--- config.mk ---
export PLATFORM = sky130hd
export DESIGN_NAME = fetch_stage
export DESIGN_NICKNAME = d
export VERILOG_FILES = /design/src/rtl/fetch_pkg.sv /design/src/rtl/fetch_stage_hazard_detect.sv /design/src/rtl/fetch_stage.sv
export SDC_FILE = /design/constraint.sdc
export NUM_CORES = 1
export LEC_CHECK = 0
export CORE_ASPECT_RATIO = 0.75
export CORE_MARGIN = 4
export CORE_UTILIZATION = 39
export CTS_CLUSTER_DIAMETER = 120
export DETAILED_ROUTE_END_ITERATION = 12
export HOLD_SLACK_MARGIN = 0.02
export MAX_ROUTING_LAYER = met4
export PLACE_DENSITY = 0.78
export SKIP_LAST_GASP = 1
export SLEW_MARGIN = 10
export SYNTH_ARGS = -nofsm -noshare
export SYNTH_HDL_FRONTEND = slang
export SYNTH_SLANG_ARGS = --single-unit
--- constraint.sdc ---
create_clock -name CLK -period 1.9 [get_ports CLK]
set_input_delay 0.19 -clock CLK [delete_from_list [all_inputs] [get_ports CLK]]
set_output_delay 0.19 -clock CLK [all_outputs]
set_load 0.05 [all_outputs]
--- src/rtl/fetch_pkg.sv ---
// Shared definitions for the RV32I fetch stage: NOP encoding, FSM states, RS field positions.
// Latency: n/a (declarations only).
// Backpressure: n/a.
package fetch_pkg;

    // addi x0, x0, 0
    localparam logic [31:0] NOP_INSTR = 32'h0000_0013;

    // Source-register field positions inside an RV32I instruction word
    localparam int RS1_LSB = 15;
    localparam int RS1_MSB = 19;
    localparam int RS2_LSB = 20;
    localparam int RS2_MSB = 24;

    typedef enum logic [1:0] {
        ST_RUN    = 2'd0,
        ST_DRAIN  = 2'd1,
        ST_HALTED = 2'd2
    } state_t;

endpackage

--- src/rtl/fetch_stage_hazard_detect.sv ---
// Load-use hazard compare between the load in EX and the source registers of the ID instruction.
// Latency: purely combinational.
// Backpressure: none; the result is what stalls fetch.
module hazard_detect
    import fetch_pkg::*;
(
    input  logic        is_load,
    input  logic [4:0]  wa,
    input  logic [31:0] instr,
    input  logic        valid,
    output logic        luse
);

    logic [4:0] rs1;
    logic [4:0] rs2;

    assign rs1 = instr[RS1_MSB:RS1_LSB];
    assign rs2 = instr[RS2_MSB:RS2_LSB];

    // x0 is never a real dependency; inserted NOPs never stall
    always_comb begin
        luse = is_load && (wa != 5'd0) && ((wa == rs1) || (wa == rs2)) && valid;
    end

endmodule

--- src/rtl/fetch_stage.sv ---
// Instruction fetch + IF/ID register: owns the PC, handles redirects, load-use stalls and halt drain.
// Latency: instruction at PC appears on INSTR_IFID one cycle later.
// Backpressure: load-use holds PC and IF/ID for one cycle; redirect and halt insert NOPs.
// Optional: define FETCH_PERF_CNT_EN to build the stall/flush performance counters.
module fetch_stage
    import fetch_pkg::*;
#(
    parameter logic [31:0] RESET_PC     = 32'h0,
    parameter int          IMEM_AW      = 12,
    parameter int          DRAIN_CYCLES = 3
) (
    input  logic               CLK,
    input  logic               RSTn,
    output logic [IMEM_AW-1:0] I_MEM_ADDR,
    input  logic [31:0]        I_MEM_DI,
    input  logic               isLoad_IDEX,
    input  logic [4:0]         WA_IDEX,
    input  logic               REDIRECT,
    input  logic [31:0]        REDIRECT_PC,
    input  logic               HALT_ID,
    output logic [31:0]        PC_IFID,
    output logic [31:0]        ADD_PC_IFID,
    output logic [31:0]        INSTR_IFID,
    output logic               VALID_IFID,
    output logic               BUBBLE_ID,
    output logic               HALTED,
    output logic [31:0]        STALL_CNT,
    output logic [31:0]        FLUSH_CNT
);

    state_t      state, state_nxt;
    logic [31:0] pc, pc_nxt;
    logic [31:0] pc_ifid, pc_ifid_nxt;
    logic [31:0] instr_ifid, instr_ifid_nxt;
    logic        valid_ifid, valid_ifid_nxt;
    logic [3:0]  drain_cnt, drain_cnt_nxt;
    logic        luse;

    hazard_detect u_hazard_detect (
        .is_load (isLoad_IDEX),
        .wa      (WA_IDEX),
        .instr   (instr_ifid),
        .valid   (valid_ifid),
        .luse    (luse)
    );

    assign I_MEM_ADDR  = pc[IMEM_AW-1:0];
    assign PC_IFID     = pc_ifid;
    assign ADD_PC_IFID = pc_ifid + 32'd4;
    assign INSTR_IFID  = instr_ifid;
    assign VALID_IFID  = valid_ifid;
    assign HALTED      = (state == ST_HALTED);
    // HALT itself is not bubbled: it must reach ID/EX so the back end sees it
    assign BUBBLE_ID   = (state == ST_RUN) && (luse || REDIRECT);

    // Next-state and next IF/ID contents; priority redirect > load-use > halt > fetch
    always_comb begin
        state_nxt      = state;
        pc_nxt         = pc;
        pc_ifid_nxt    = pc_ifid;
        instr_ifid_nxt = instr_ifid;
        valid_ifid_nxt = valid_ifid;
        drain_cnt_nxt  = drain_cnt;
        case (state)
            ST_RUN: begin
                if (REDIRECT) begin
                    pc_nxt         = REDIRECT_PC;
                    instr_ifid_nxt = NOP_INSTR;
                    valid_ifid_nxt = 1'b0;
                end else if (luse) begin
                    // hold PC and IF/ID for one cycle
                end else if (HALT_ID) begin
                    instr_ifid_nxt = NOP_INSTR;
                    valid_ifid_nxt = 1'b0;
                    state_nxt      = ST_DRAIN;
                    drain_cnt_nxt  = 4'(DRAIN_CYCLES - 1);
                end else begin
                    pc_nxt         = pc + 32'd4;
                    pc_ifid_nxt    = pc;
                    instr_ifid_nxt = I_MEM_DI;
                    valid_ifid_nxt = 1'b1;
                end
            end
            ST_DRAIN: begin
                instr_ifid_nxt = NOP_INSTR;
                valid_ifid_nxt = 1'b0;
                if (drain_cnt == 4'd0) begin
                    state_nxt = ST_HALTED;
                end else begin
                    drain_cnt_nxt = drain_cnt - 4'd1;
                end
            end
            default: begin
                // halted: everything holds until reset
            end
        endcase
    end

    // State and pipeline registers with synchronous active-low reset
    always_ff @(posedge CLK) begin
        if (!RSTn) begin
            state      <= ST_RUN;
            pc         <= RESET_PC;
            pc_ifid    <= 32'd0;
            instr_ifid <= NOP_INSTR;
            valid_ifid <= 1'b0;
            drain_cnt  <= 4'd0;
        end else begin
            state      <= state_nxt;
            pc         <= pc_nxt;
            pc_ifid    <= pc_ifid_nxt;
            instr_ifid <= instr_ifid_nxt;
            valid_ifid <= valid_ifid_nxt;
            drain_cnt  <= drain_cnt_nxt;
        end
    end

`ifdef FETCH_PERF_CNT_EN
    logic [31:0] stall_cnt;
    logic [31:0] flush_cnt;

    // Saturating counts of load-use stall cycles and redirect flushes while running
    always_ff @(posedge CLK) begin
        if (!RSTn) begin
            stall_cnt <= 32'd0;
            flush_cnt <= 32'd0;
        end else if (state == ST_RUN) begin
            if (REDIRECT && (flush_cnt != 32'hFFFF_FFFF)) begin
                flush_cnt <= flush_cnt + 32'd1;
            end
            if (luse && !REDIRECT && (stall_cnt != 32'hFFFF_FFFF)) begin
                stall_cnt <= stall_cnt + 32'd1;
            end
        end
    end

    assign STALL_CNT = stall_cnt;
    assign FLUSH_CNT = flush_cnt;
`else
    assign STALL_CNT = 32'd0;
    assign FLUSH_CNT = 32'd0;
`endif

endmodule

# Yosys cells after proc, flatten, opt, wreduce, memory -nomap -nowiden
# Cells that the tools add are included.
dict set report op_classes {
  magnitude_cmp 0
  n_mul 0
  n_eq_ne 12
  n_div 0
  bitwise_logic 3
  n_reduce_logical 15
  shifts 0
  n_addsub 3
  mux 21
}
# op n
set op_table {}
lappend op_table {{$mux W32} 6}
lappend op_table {{$add A32 B3 Y32 const B} 2}
lappend op_table {{$pmux W32 S2} 1}
lappend op_table {{$mux W4} 4}
lappend op_table {{$ne A2 B2 Y1 const B} 7}
lappend op_table {{$eq A5 B5 Y1} 2}
lappend op_table {{$reduce_and A5 Y1} 2}
lappend op_table {{$mux W2} 4}
lappend op_table {{$pmux W4 S2} 1}
lappend op_table {{$reduce_bool A5 Y1} 1}
lappend op_table {{$logic_and A1 B1 Y1} 4}
lappend op_table {{$logic_not A4 Y1} 1}
lappend op_table {{$pmux W2 S2} 1}
lappend op_table {{$reduce_and A4 Y1} 1}
lappend op_table {{$sub A4 B1 Y4 const B} 1}
lappend op_table {{$mux W1} 3}
lappend op_table {{$ne A3 B3 Y1 const B} 1}
lappend op_table {{$not A1 Y1} 3}
lappend op_table {{$reduce_and A3 Y1} 1}
lappend op_table {{$eq A2 B1 Y1 const B} 1}
lappend op_table {{$eq A2 B2 Y1 const B} 1}
lappend op_table {{$logic_not A2 Y1} 1}
lappend op_table {{$logic_or A1 B1 Y1} 2}
lappend op_table {{$pmux W1 S2} 1}
lappend op_table {{2 further kinds} 2}
dict set report totals {
  romBits 0
  out_inout_bits 175
  latch_bits 0
  mem_bits_rw 0
  regBits 103
  inputBits 74
  memories 0
  wordCells 60
}

# Longest topological paths before layout
# Gate-level depths: netlist of the first run.
dict set report logic_depth {
  ltp_word 7
  mapped_depth 8
  ltp_nobuf 7
}

# By module
# From an unflattened synthesis of the first run, not the netlist that was laid out.
dict set report hier_totals {
  hier_cells 748
  area_unflattened_um2 5781.8
}
# mod seq_area_each_um2 n_inst cells_per_inst area_per_inst_um2
set by_module_without_submodules {}
lappend by_module_without_submodules {fetch_stage 2062.0 1 731 5649.2}
lappend by_module_without_submodules {hazard_detect 0.0 1 17 132.6}

# Worst setup path before layout of the first run
# Ideal clock, no wire load.
dict set report synth_path {
  path_type {reg2out}
  from {reg pc_ifid[2] (netlist: PC_IFID[2])}
  to {out ADD_PC_IFID[18]}
  n_path_buf 1
  required_ps 1710
  path_slack_ps -1006
  arrival_time_ps 2716
  stages_incl_launch_ff 8
  cell_sequence {dfxtp_1 ha_1 and3_1 clkbuf_1 nand2_1 nor2_1 nand3_1 xnor2_1}
}
dict set report synth_via {
  elab_chain_len 1
}
# item line
set synth_lines {}
lappend synth_lines {{start, declared} fetch_stage.sv:33} ;# logic [31:0] pc_ifid, pc_ifid_nxt;
lappend synth_lines {{start signal, assigned} fetch_stage.sv:111} ;# pc_ifid <= pc_ifid_nxt;
lappend synth_lines {{$add A32 B3 Y32} fetch_stage.sv:49} ;# assign ADD_PC_IFID = pc_ifid + 32'd4;
lappend synth_lines {{end, declared} fetch_stage.sv:22} ;# output logic [31:0] ADD_PC_IFID,
# No other way between the ends.

# Final worst setup path of the first run
dict set report layout_path {
  from {reg pc_ifid[18] (netlist: PC_IFID[18])}
  to {out ADD_PC_IFID[31]}
}
# Same word-level chain as after synthesis.

==> impl_metrics.env, run 1 <==
export IMPL_post_route_period_util=1.25
export IMPL_final_cell_area_um2=10700
export IMPL_wl_met3_mm=2.55
export IMPL_ys_seq_area_frac=0.361
export IMPL_grt_max_degree=87
export IMPL_wl_per_cell_um=22.1
export IMPL_fp_dieW_um=148
export IMPL_dieHeight_um=113
export IMPL_final_common_cell="clkdlybuf4s50_1"
export IMPL_hold_violations=0
export IMPL_setup_viol_count_final=85
export IMPL_cp_top_family="simple AND/OR/NAND/NOR gates"
export IMPL_layout_drive_gt1_share=0.425
export IMPL_postRouteAntennaNets=0
export IMPL_tightestPinTransition_ns=0.643
export IMPL_failed_checks="negative setup slack"
export IMPL_numPortBuffers=184
export IMPL_antenna_found_initial=0
export IMPL_finalPower_mw=6.88
export IMPL_synth_area_per_cell_um2=8.24
export IMPL_critPathMostFrequentCell="nand4_1"
export IMPL_cts_tree="yes"
export IMPL_diodes=0
export IMPL_fin_cells=1201
export IMPL_path_max_fanout=3
export IMPL_whs_path_depth=4
export IMPL_drt_vias_per_instance=5.78
export IMPL_cts_root_buf="clkbuf_16"
export IMPL_synth_main_ff_cell="dfxtp_1"
export IMPL_drt_iter0_drc=973
export IMPL_highest_layer="met4"
export IMPL_postSynthCellCount=694
export IMPL_rsz0062_at_grt="yes"
export IMPL_gp_congestion=0.908
export IMPL_leakagePower_nw=4.40
export IMPL_fin_crit_ns=2.37
export IMPL_yosysWarningCount=0
export IMPL_max_freq_mhz=422
export IMPL_fin_ws_ns=-0.469
export IMPL_wl_mm=26.5
export IMPL_hold_buffers=0
export IMPL_worstPathRequired_ns=1.71
export IMPL_clock_sinks=103
export IMPL_cp_cell_sequence="and4_4, nand4_1, nor3_2, and3_4, nand4_1, xnor2_4, buf_12"
export IMPL_async_flop_share=0
export IMPL_grt_pass1_wl_mm=32.6
export IMPL_r2r_cells=7
export IMPL_cts_made_buffers=9
export IMPL_die_area_um2=16700
export IMPL_grt_ovfl_total=0
export IMPL_drc=0
export IMPL_netlist_area_um2=5720
export IMPL_crit_buf_inv=1
export IMPL_worstSetupEndpointType="output pin"
export IMPL_dp_cells=1135
export IMPL_cts_buffer_depth=2
export IMPL_cp_slowest_stage_delay_ns=0.35
export IMPL_core_um2=14400
export IMPL_drv_slew=0
export IMPL_dr_pass1_iters=6
export IMPL_clk_latency_ns=0.36
export IMPL_grtUsageTotal=0.248
export IMPL_vias=6941
export IMPL_dp_hpwl_mm=14.1
export IMPL_io_pins=249
export IMPL_wl_met1_mm=10.1
export IMPL_cp_depth=7
export IMPL_critPathKind="register to output pin"
export IMPL_layout_common_cells="clkdlybuf4s50_1, buf_4, nand2_1"
export IMPL_crit_path_start_kind="register"
export IMPL_p_per_area_nw_per_um2=643
export IMPL_skew_ns=0.0172
export IMPL_status="finished with violations"
export IMPL_clk_pin_slew_ns=0.08
export IMPL_cp_arrival_ns=2.18
export IMPL_finalSetupTns_ns=-11.49
export IMPL_wl_met2_mm=12.6
export IMPL_synth_edf_count=0
export IMPL_peakVddDrop_mv=0.436
export IMPL_slowest_stage="dfxtp_4"
export IMPL_worst_hold_slack_ns=0.365
export IMPL_place_area_um2=8950
export IMPL_area_growth_pct=87.1
export IMPL_rows=38
export IMPL_synth_seq_cells=103
export IMPL_hold_path_class="input port to register"
export IMPL_max_cap_violations=0
export IMPL_htreeDepth=3
export IMPL_reg2reg_slack_ns=-0.25
export IMPL_relSlewSlack=0.571
export IMPL_grt_pass1_vias=6083
export IMPL_ys_types=65
export IMPL_initial_core_util=0.397
export IMPL_fin_nets=1074
-- synthesized netlist by cell type (2+ instances only) --
cell type | n | area, µm²
o311ai_0 | 10 | 87.6
dfxtp_1 | 103 | 2060
a31oi_1 | 11 | 68.8
o21ai_0 | 38 | 190
mux2_2 | 2 | 22.5
nor2_1 | 34 | 128
ha_1 | 4 | 50.1
o22ai_1 | 3 | 18.8
nand4_1 | 13 | 81.3
a22o_1 | 29 | 254
o32ai_1 | 8 | 70.1
and2_1 | 5 | 31.3
nor4_1 | 5 | 31.3
nand2_1 | 78 | 293
o211a_1 | 2 | 20.0
xor2_1 | 16 | 140
a21oi_1 | 26 | 130
buf_1 | 10 | 37.5
nand3_1 | 59 | 295
a41oi_1 | 2 | 17.5
and4_1 | 4 | 35.0
o211ai_1 | 4 | 30.0
nor3_1 | 15 | 75.1
or4_1 | 2 | 15.0
o31ai_1 | 5 | 37.5
o221a_2 | 5 | 56.3
o31a_1 | 3 | 26.3
and3_1 | 9 | 56.3
or3_1 | 3 | 18.8
nand2b_1 | 3 | 18.8
xnor2_1 | 22 | 193
clkbuf_1 | 24 | 90.1
inv_1 | 18 | 67.6
buf_4 | 78 | 586
buf_2 | 8 | 40.0
a21o_1 | 4 | 30.0
-- metal layers --
layer	up-vias	global-route usage
met5	-	-
met4	0	0.0695
met3	143	0.0456
met2	518	0.408
met1	3314	0.316
li1	2966	-
-- timing repair --
action                                  4_1_cts  5_1_grt
gates cloned                                  9        7
endpoints found under the setup margin      117      126
pin swaps                                    66       88
gates resized for setup                      89      163
buffers inserted                             22       23
-- registers in the layout, summed over array words and instances (netlist names) --
name	flops
PC_IFID	32
pc	32
VALID_IFID	1
state	2
drain_cnt	4
INSTR_IFID	32
-- stage by stage --
step / utilization / setup WS [ns]
finish: 0.742 / -0.469
global route: 0.742 / -0.503
CTS: 0.686 / -0.375
detailed placement: 0.622 / -0.560
global placement: 0.622 / -0.501
floorplan: - / -0.291
-- worst paths after layout --
check / to / start
worst max-delay path: ADD_PC_IFID[31] / PC_IFID[18]
worst min-delay path: pc[3] / RSTn
worst max register to register: pc[24] / pc[7]
worst min register to register: PC_IFID[1] / pc[1]
-- cell families after synthesis --
kind of cell    synth area share
simple gates               0.212
flops                      0.361
xor+xnor                  0.0582
fa+ha+maj                0.00876
buf+inv                    0.144
compound gates             0.210
other cells             0.000656
mux                      0.00569
-- area by class of cell --
cell class,count,area [µm²]
clock buffer,14,275
multi-input combinational,519,4290
inverter,18,70.1
fill,872,3710
sequential,103,2160
tap,200,250
clock inverter,2,12.5
timing repair buffer,345,3640
-- power breakdown --
| part | internal [mW] | switching (mW) | total [mW] |
|---|---|---|---|
| Sequential | 2.28 | 0.124 | 2.41 |
| Clock | 1.01 | 0.856 | 1.87 |
| Combinational | 1.01 | 1.60 | 2.61 |
-- worst reg2reg max path, delay by kind of cell, from the launching register on --
kind	cells	cell delay (ns)
flip-flops	1	0.35
AND/OR/NAND/NOR	4	1.10
buffers and inverters	2	0.35
AO/OA/AOI/OAI	1	0.24
No activity file was read; power rests on OpenSTA's default activity.
==> run 2: changes to the inputs <==
TNS_END_PERCENT = 100   (was not set)
==> results of run 2 <==
No change in the layout: final DEF, timing and power equal those of run 1.
==> run 3: changes to the inputs <==
HOLD_SLACK_MARGIN = 0.08   (was 0.02)
SETUP_SLACK_MARGIN = 0.5   (was not set)
==> run 3 against run 2 <==
  * The run still ends with negative setup slack left
  * Design area up 4.2%
  * Critical path depth up 1
  * Clock power up 9%
  * Die area unchanged
  * Non-clock buffer count up 24
  * Global-route usage up 1.2 points
  * Combinational power up 3%
==> impl_metrics.env, run 3 (synthesis results as in run 1) <==
export IMPL_status="finished with violations"
export IMPL_failed_checks="negative setup slack"
export IMPL_fp_dieW_um=148
export IMPL_max_freq_mhz=450
export IMPL_final_cell_area_um2=11100
export IMPL_path_max_fanout=6
export IMPL_seqCellArea_um2=2170
export IMPL_numPortBuffers=184
export IMPL_dieHeight_um=113
export IMPL_hold_buffers=0
export IMPL_tightestPinTransition_ns=0.529
export IMPL_drv_slew=0
export IMPL_post_route_period_util=1.17
export IMPL_vias=6665
export IMPL_grt_max_degree=84
export IMPL_slowest_stage="dfxtp_4"
export IMPL_p_per_area_nw_per_um2=642
export IMPL_hold_path_class="input port to register"
export IMPL_clock_sinks=103
export IMPL_drt_vias_per_instance=5.45
export IMPL_cts_root_buf="clkbuf_16"
export IMPL_fillCellCount=874
export IMPL_gp_congestion=0.882
export IMPL_crit_path_start_kind="register"
export IMPL_fin_nets=1095
export IMPL_antenna_found_initial=0
export IMPL_io_pins=249
export IMPL_skew_ns=0.00833
export IMPL_diodes=0
export IMPL_final_common_cell="buf_4"
export IMPL_postRouteAntennaNets=0
export IMPL_area_growth_pct=95.0
export IMPL_wl_mm=23.9
export IMPL_fin_crit_ns=2.22
export IMPL_clk_pin_slew_ns=0.07
export IMPL_place_area_um2=9180
export IMPL_clk_latency_ns=0.35
export IMPL_dr_pass1_iters=5
export IMPL_final_core_util=0.773
export IMPL_max_cap_violations=0
export IMPL_worstSetupEndpointType="output pin"
export IMPL_rsz0062_at_grt="yes"
export IMPL_cp_cell_sequence="and4_4, nand4_1, buf_4, nor2_4, buf_6, nand3_4, xnor2_4, buf_12"
export IMPL_htreeDepth=3
export IMPL_leakagePower_nw=4.71
export IMPL_grtUsageTotal=0.260
export IMPL_dp_hpwl_mm=14.2
export IMPL_core_um2=14400
export IMPL_hold_violations=0
export IMPL_crit_buf_inv=3
export IMPL_setup_viol_count_final=114
export IMPL_initial_core_util=0.397
export IMPL_peakVddDrop_mv=0.454
export IMPL_worstPathRequired_ns=1.71
export IMPL_cts_buffer_depth=2
export IMPL_critPathKind="register to output pin"
export IMPL_grt_pass1_vias=6327
export IMPL_wl_per_cell_um=19.5
export IMPL_cp_top_family="simple AND/OR/NAND/NOR gates"
export IMPL_grt_ovfl_total=0
export IMPL_cts_made_buffers=9
export IMPL_cp_arrival_ns=2.03
export IMPL_fin_ws_ns=-0.323
export IMPL_die_area_um2=16700
export IMPL_multi_input_area_um2=4530
export IMPL_drc=0
export IMPL_layout_drive_gt1_share=0.540
export IMPL_cp_slowest_stage_delay_ns=0.34
export IMPL_layout_common_cells="buf_4, nand2_1, clkdlybuf4s50_1"
export IMPL_relSlewSlack=0.646
export IMPL_rows=38
export IMPL_grt_pass1_wl_mm=33.8
export IMPL_drt_iter0_drc=394
export IMPL_cts_tree="yes"
-- run 3: cell types whose count changed in the layout (fill, tap and decap cells not counted), sizes merged --
| cell | change |
|---|---|
| clkinv | +1 |
| bufinv | +2 |
| clkdlybuf4s50 | -66 |
| buf | +58 |
| dlymetal6s2s | -3 |
| clkdlybuf4s15 | +27 |
| bufbuf | +1 |
| clkdlybuf4s18 | +1 |
| clkinvlp | +1 |
| dlygate4sd2 | +1 |
| clkbuf | +1 |
| and2 | -3 |
-- run 3: per-stage QoR --
step                      total power [mW]  setup TNS [ns]  cells  setup WS, ns  hold slack, ns
after floorplan                       3.92           -6.60    757        -0.291           0.306
after global placement                4.48          -43.72   1134        -0.497           0.452
after detailed placement              4.51          -48.16   1134        -0.556           0.452
after CTS                             6.94          -10.48   1203        -0.325           0.287
after global routing                  7.35          -22.91   1222        -0.433           0.312
final                                 7.15          -14.56   1222        -0.323           0.304
-- run 3: power by group --
group,internal [mW],leakage [nW],switching [mW]
logic,1.09,3.69,1.61
registers,2.28,0.864,0.125
clock network,1.16,0.153,0.875
-- run 3: worst reg2reg max path, cell delays in order, from the launching register on --
cell,delay (ns)
dfxtp_4,0.34
xor2_1,0.16
nor2_1,0.08
a22oi_2,0.26
buf_6,0.15
buf_12,0.11
buf_6,0.09
buf_6,0.10
o21ai_4,0.07
buf_6,0.14
buf_4,0.13
o311ai_2,0.22
o211ai_1,0.13
-- run 3: routing by layer --
layer / GRT usage / part of all wire / routed length [µm] / up-vias
met5: - / 0 / 0 / -
met4: 0.0869 / 0.029 / 686 / 0
li1: - / - / - / 3016
met1: 0.316 / 0.38 / 9140 / 3180
met3: 0.0689 / 0.090 / 2160 / 68
met2: 0.424 / 0.50 / 11900 / 401
-- run 3: cell type report --
cell class	count	share of cell area
clock buffers	10	0.0205
clock inverters	6	0.00808
inverters	18	0.00606
multi-input cells	516	0.407
flip-flops and latches	103	0.195
well taps	200	0.0225
repair buffers	369	0.341
-- run 3: path summary, 6_finish.rpt --
path	startpoint	end	slack, ns	cells after the start
setup / recovery	PC_IFID[11]	ADD_PC_IFID[28]	-0.32	8
hold / removal	RSTn	state[1]	0.30	3
setup reg to reg	INSTR_IFID[17]	pc[15]	-0.21	12
hold reg to reg	INSTR_IFID[1]	INSTR_IFID[1]	0.47	2
-- run 3: what timing repair did --
item | 4_1_cts | 5_1_grt
endpoints found under the setup margin | 201 | 162
resized for setup | 373 | 123
pin swaps | 105 | 64
setup buffers | 38 | 19
gates cloned | 15 | 0
